===== src/rtl/cacheline_adaptor.sv =====
// Cache-line to narrow-burst memory adaptor: one full line per request, moved as `beats` linear beats.
// Optional burst watchdog enabled by defining LINE_ADAPTOR_TIMEOUT_EN.
module cacheline_adaptor #(
  parameter int s_offset = 5,
  parameter int s_burst  = 64,
  parameter int beats    = (8 * (1 << s_offset)) / s_burst
`ifdef LINE_ADAPTOR_TIMEOUT_EN
  , parameter int timeout_cycles = 255
`endif
) (
  input  logic                          clk,
  input  logic                          rst,
  input  logic [8*(1<<s_offset)-1:0]    line_i,
  input  logic [31:0]                   address_i,
  input  logic                          read_i,
  input  logic                          write_i,
  output logic [8*(1<<s_offset)-1:0]    line_o,
  output logic                          resp_o,
  input  logic [s_burst-1:0]            burst_i,
  input  logic                          resp_i,
  output logic [s_burst-1:0]            burst_o,
  output logic [31:0]                   address_o,
  output logic                          read_o,
  output logic                          write_o,
  output logic                          timeout_o
);

  localparam int L     = 8 * (1 << s_offset);
  localparam int CNT_W = (beats > 1) ? $clog2(beats) : 1;
  localparam logic [CNT_W-1:0] LAST_BEAT = CNT_W'(beats - 1);
  localparam logic [31:0] ALIGN_MASK = 32'((64'd1 << s_offset) - 64'd1);

  localparam logic [1:0] IDLE     = 2'd0;
  localparam logic [1:0] RD_BURST = 2'd1;
  localparam logic [1:0] WR_BURST = 2'd2;
  localparam logic [1:0] DONE     = 2'd3;

  logic [1:0]       state_q, state_d;
  logic [CNT_W-1:0] cnt_q, cnt_d;
  logic [31:0]      addr_q, addr_d;
  logic [L-1:0]     wbuf_q, wbuf_d;
  logic [L-1:0]     line_q, line_d;

`ifdef LINE_ADAPTOR_TIMEOUT_EN
  localparam int WAIT_W = $clog2(timeout_cycles + 1);
  localparam logic [WAIT_W-1:0] WAIT_LAST = WAIT_W'(timeout_cycles - 1);
  logic [WAIT_W-1:0] wait_cnt_q, wait_cnt_d;
  logic              tmo_q, tmo_d;
`endif

  always_comb begin
    state_d = state_q;
    cnt_d   = cnt_q;
    addr_d  = addr_q;
    wbuf_d  = wbuf_q;
    line_d  = line_q;
`ifdef LINE_ADAPTOR_TIMEOUT_EN
    wait_cnt_d = wait_cnt_q;
    tmo_d      = 1'b0;
`endif
    case (state_q)
      IDLE: begin
        // Write has priority when both requests are raised together.
        if (write_i || read_i) begin
          state_d = write_i ? WR_BURST : RD_BURST;
          addr_d  = address_i & ~ALIGN_MASK;
          wbuf_d  = line_i;
          cnt_d   = '0;
`ifdef LINE_ADAPTOR_TIMEOUT_EN
          wait_cnt_d = '0;
`endif
        end
      end
      RD_BURST, WR_BURST: begin
        if (resp_i) begin
          if (state_q == RD_BURST) begin
            line_d[cnt_q*s_burst +: s_burst] = burst_i;
          end
          cnt_d = cnt_q + 1'b1;
          if (cnt_q == LAST_BEAT) begin
            state_d = DONE;
            cnt_d   = '0;
          end
`ifdef LINE_ADAPTOR_TIMEOUT_EN
          wait_cnt_d = '0;
`endif
        end
`ifdef LINE_ADAPTOR_TIMEOUT_EN
        else if (wait_cnt_q == WAIT_LAST) begin
          // Memory went silent: finish with whatever beats have arrived.
          state_d    = DONE;
          cnt_d      = '0;
          wait_cnt_d = '0;
          tmo_d      = 1'b1;
        end else begin
          wait_cnt_d = wait_cnt_q + 1'b1;
        end
`endif
      end
      default: state_d = IDLE;
    endcase
  end

  always_ff @(posedge clk or posedge rst) begin
    if (rst) begin
      state_q <= IDLE;
      cnt_q   <= '0;
      addr_q  <= '0;
      wbuf_q  <= '0;
      line_q  <= '0;
    end else begin
      state_q <= state_d;
      cnt_q   <= cnt_d;
      addr_q  <= addr_d;
      wbuf_q  <= wbuf_d;
      line_q  <= line_d;
    end
  end

`ifdef LINE_ADAPTOR_TIMEOUT_EN
  always_ff @(posedge clk or posedge rst) begin
    if (rst) begin
      wait_cnt_q <= '0;
      tmo_q      <= 1'b0;
    end else begin
      wait_cnt_q <= wait_cnt_d;
      tmo_q      <= tmo_d;
    end
  end
  assign timeout_o = tmo_q;
`else
  assign timeout_o = 1'b0;
`endif

  assign read_o    = (state_q == RD_BURST);
  assign write_o   = (state_q == WR_BURST);
  assign resp_o    = (state_q == DONE);
  assign address_o = addr_q;
  assign line_o    = line_q;
  assign burst_o   = wbuf_q[cnt_q*s_burst +: s_burst];

endmodule


===== config.mk =====
export PLATFORM = sky130hd
export DESIGN_NAME = cacheline_adaptor
export DESIGN_NICKNAME = d
export VERILOG_FILES = /design/src/rtl/cacheline_adaptor.sv
export SDC_FILE = /design/constraint.sdc
export NUM_CORES = 1
export LEC_CHECK = 0
export ABC_AREA = 1
export BUFFER_PORTS_ARGS = -buffer_cell sky130_fd_sc_hd__buf_2
export CORE_AREA = 5 5 271 273
export DETAILED_ROUTE_END_ITERATION = 7
export DIE_AREA = 0 0 276 278
export SETUP_SLACK_MARGIN = 0.05
export SLEW_MARGIN = 20
export SYNTH_ARGS = -nofsm -noshare
export SYNTH_HDL_FRONTEND = slang
export SYNTH_SLANG_ARGS = --single-unit

===== constraint.sdc =====
create_clock -name clk -period 16.35 [get_ports clk]
set_input_delay 0.8175 -clock clk [delete_from_list [all_inputs] [get_ports clk]]
set_output_delay 0.8175 -clock clk [all_outputs]
set_load 0.02 [all_outputs]

==> reports/results.txt <==
Fmax achieved = 215 MHz
First-pass GRT wire length = 124 mm
I/O pin cnt = 713
Hold Slack = 0.333 ns
Chip Width = 276 um
Crit path to = burst_o[63]
Synth Instances = 2,692
Clk slew on worst S/H paths = 0.06 ns
Die height = 278 um
Psw = 0.00233 W
First drt pass iteration count = 5
RSZ-0062 raised after global routing = no
CP max stage delay = 0.94 ns
Worst Max-Slew Pin Slew = 1.07 ns
Die area = 76,700 um^2
Tmin final = 4.65 ns
Comb pwr share = 0.399
Core box area = 70,900 um^2
Launch point of the worst reg-to-reg path = cnt_q[0]$_DFFE_PP0P_
Initial antenna violation count = 41
Area Overhead vs Synth = 26.6%
Nets = 3,658
Pleak = 16.0 nW
Crit path capture type = primary output
#FFs+latches synth = 543
Period utilisation layout = 0.285
Synthesized area per cell = 8.55 um^2
Synthesis Warnings = 0
Cell Int Power = 0.00323 W
Post-CTS Hold Fix Bufs = 0
CP Depth = 5
Post-Route WL = 80.5 mm
Reg power frac = 0.365
Gr usage total = 0.201
Final hold vios = 0
Final instance area = 29,100 um^2
Cell variety after synth = 24
Clk_skew = 0.0236 ns
Pin count of the biggest net entering global routing = 215
Cell Area, Placed = 27,100 um^2
Cell Chain, Critical Path = inv_8 > buf_4 > o21ai_0 > nand2_1 > buf_2
CP arrival = 3.84 ns
H-tree level count = 2
Finished Layout Cells = 4,306
Seq/Total Area, Yosys = 0.590
Slowest-stage cell, CP = buf_4
Switching part of the total = 0.420
Max-slew violations = 0
Critical Path Source Type = register
R2R depth = 6
Final Wtd Congestion = 0.838
Via density = 4.82
Placed cells = 4,176
Total grt overflow = 0
Wire length per cell = 18.7 um
Cell family with most CP delay = buffers and inverters
Clock power frac = 0.236
Share of post-route cells with drive strength above 1 = 0.252
DRC viols = 0
Worst path required time = 15.53 ns
Vias = 20,770
Clk buf depth = 3
CTS sink count = 543
VDD IR max = 0.104 mV
Outcome = finished, final reports clean
PwrDens = 191 nW/um^2
Detailed placement HPWL = 54.3 mm
Max cap viols = 0
Post-CTS Setup Bufs = 0
Starting Density = 0.325
CTS Buf Count = 59
Std cell rows = 98
Crit Reg-Reg Endpoint = line_o[103]$_DFFE_PP0P_
Critical path type = register to primary output
Number of global-route vias before repair = 20,366
Worst-Skew Late Latency = 0.61 ns
Root Buffer = clkbuf_16
ANT nets after route = 0
Slew margin rel. = 0.284
Initial drt markers = 1,643
Syn Std Cell Area = 23,000 um^2
Setup TNS = 0 ns
CTS tree = yes
HP Class = input pin to asynchronous set/reset pin
Crit path max fanout = 151
Port bufs = 701
CTS resizes = 0
FF-to-FF setup slack = 12.80 ns
Critical path startpoint = cnt_q[0]$_DFFE_PP0P_
Count of final setup violators = 0
Number of buffers and inverters on the critical path = 3
## logic make-up after synthesis
group,count (synthesis),synth area share
AOI/OAI and AO/OA,451,0.105
adders and majority gates,12,0.00652
buffers and inverters,343,0.0620
DFF,543,0.590
other,1,0.000163
and+or+nand+nor,1342,0.236
## power groups by stage
stage                     clock network (W)  registers (W)  logic [W]
after global placement                    0        0.00204    0.00221
after CTS                           0.00134        0.00203    0.00224
after detailed placement                  0        0.00205    0.00223
after global routing                0.00140        0.00208    0.00248
after floorplan                           0        0.00219    0.00133
final                               0.00131        0.00203    0.00222
## worst reg2reg max path, stage by stage (launching register included)
cell and delay, ns:
dfrtp_2 0.90, inv_8 0.41, ha_1 0.60, inv_1 0.08, nor2_2 0.24, nand3_4 0.64, o21ai_0 0.58
## synth_stat cells
cell / instances / area share
nor2_1: 137 / 0.022
conb_1: 1 / 0.00016
o211ai_1: 64 / 0.021
clkinv_1: 1 / 0.00016
nand2_1: 912 / 0.15
ha_1: 12 / 0.0065
dfrtp_1: 543 / 0.59
nor3_4: 1 / 0.00071
or2_2: 1 / 0.00027
o21ai_1: 5 / 0.0011
inv_2: 2 / 0.00033
buf_2: 76 / 0.017
nand3_2: 1 / 0.00043
nand3b_1: 1 / 0.00033
nor2_2: 2 / 0.00054
buf_4: 12 / 0.0039
nor2_4: 1 / 0.00049
a21oi_1: 195 / 0.042
inv_1: 144 / 0.023
o21ai_0: 187 / 0.041
clkbuf_1: 89 / 0.015
nand3_1: 283 / 0.062
buf_1: 19 / 0.0031
nand4_1: 3 / 0.00082
## sequential cells by signal, summed over array words and instances (netlist names)
name and flops:
address_o 27, wbuf_q 256, state_q 2, cnt_q 2, line_o 256
## how the worst min path moves through the flow
stage                     slack [ns]  depth (start not counted)                     from                       to
after CTS                       0.37                          2                      rst  line_o[192]$_DFFE_PP0P_
after global placement          0.45                          2  wbuf_q[247]$_DFFE_PP0P_  wbuf_q[247]$_DFFE_PP0P_
after global routing            0.40                          2                      rst  line_o[130]$_DFFE_PP0P_
after floorplan                 0.44                          2  wbuf_q[219]$_DFFE_PP0P_  wbuf_q[219]$_DFFE_PP0P_
after detailed placement        0.45                          2  wbuf_q[198]$_DFFE_PP0P_  wbuf_q[198]$_DFFE_PP0P_
final                           0.33                          2                      rst     cnt_q[1]$_DFFE_PP0P_
## placed cells by master, fill, tap and decap left out, types with 11 or more instances in the layout
cell,instances
ha_1,11
diode_2,21
clkbuf_1,14
a21oi_1,195
nand3_1,282
clkbuf_16,59
o211ai_1,64
clkbuf_8,13
inv_1,142
o21ai_0,187
buf_4,23
buf_2,701
nand2_1,907
dfrtp_1,542
nor2_1,136
clkinv_2,12
## per-layer routing
layer  vias to the layer above  track usage  part of all wire
met2                       777        0.317              0.46
met5                         -            0            0.0030
met4                        40       0.0514             0.021
met1                      9914        0.265              0.41
met3                       126       0.0760              0.10
li1                       9913            -                 -
## metrics by stage
stage	utilization	power, W	setup slack, ns
after CTS	0.410	0.00561	11.64
after global routing	0.411	0.00595	11.41
final	0.411	0.00556	11.70
after global placement	0.383	0.00425	11.21
after floorplan	-	0.00352	0.354
after detailed placement	0.383	0.00428	11.22
## cell type report
type / count / area (um^2)
timing repair buffer: 727 / 3760
multi-input combinational: 1811 / 8090
clock buffer: 86 / 1710
clock inverter: 21 / 190
sequential: 543 / 13600
tap: 950 / 1190
fill: 7368 / 41700
inverter: 147 / 569
antenna: 21 / 52.6
(Power assumes the default switching activity.)
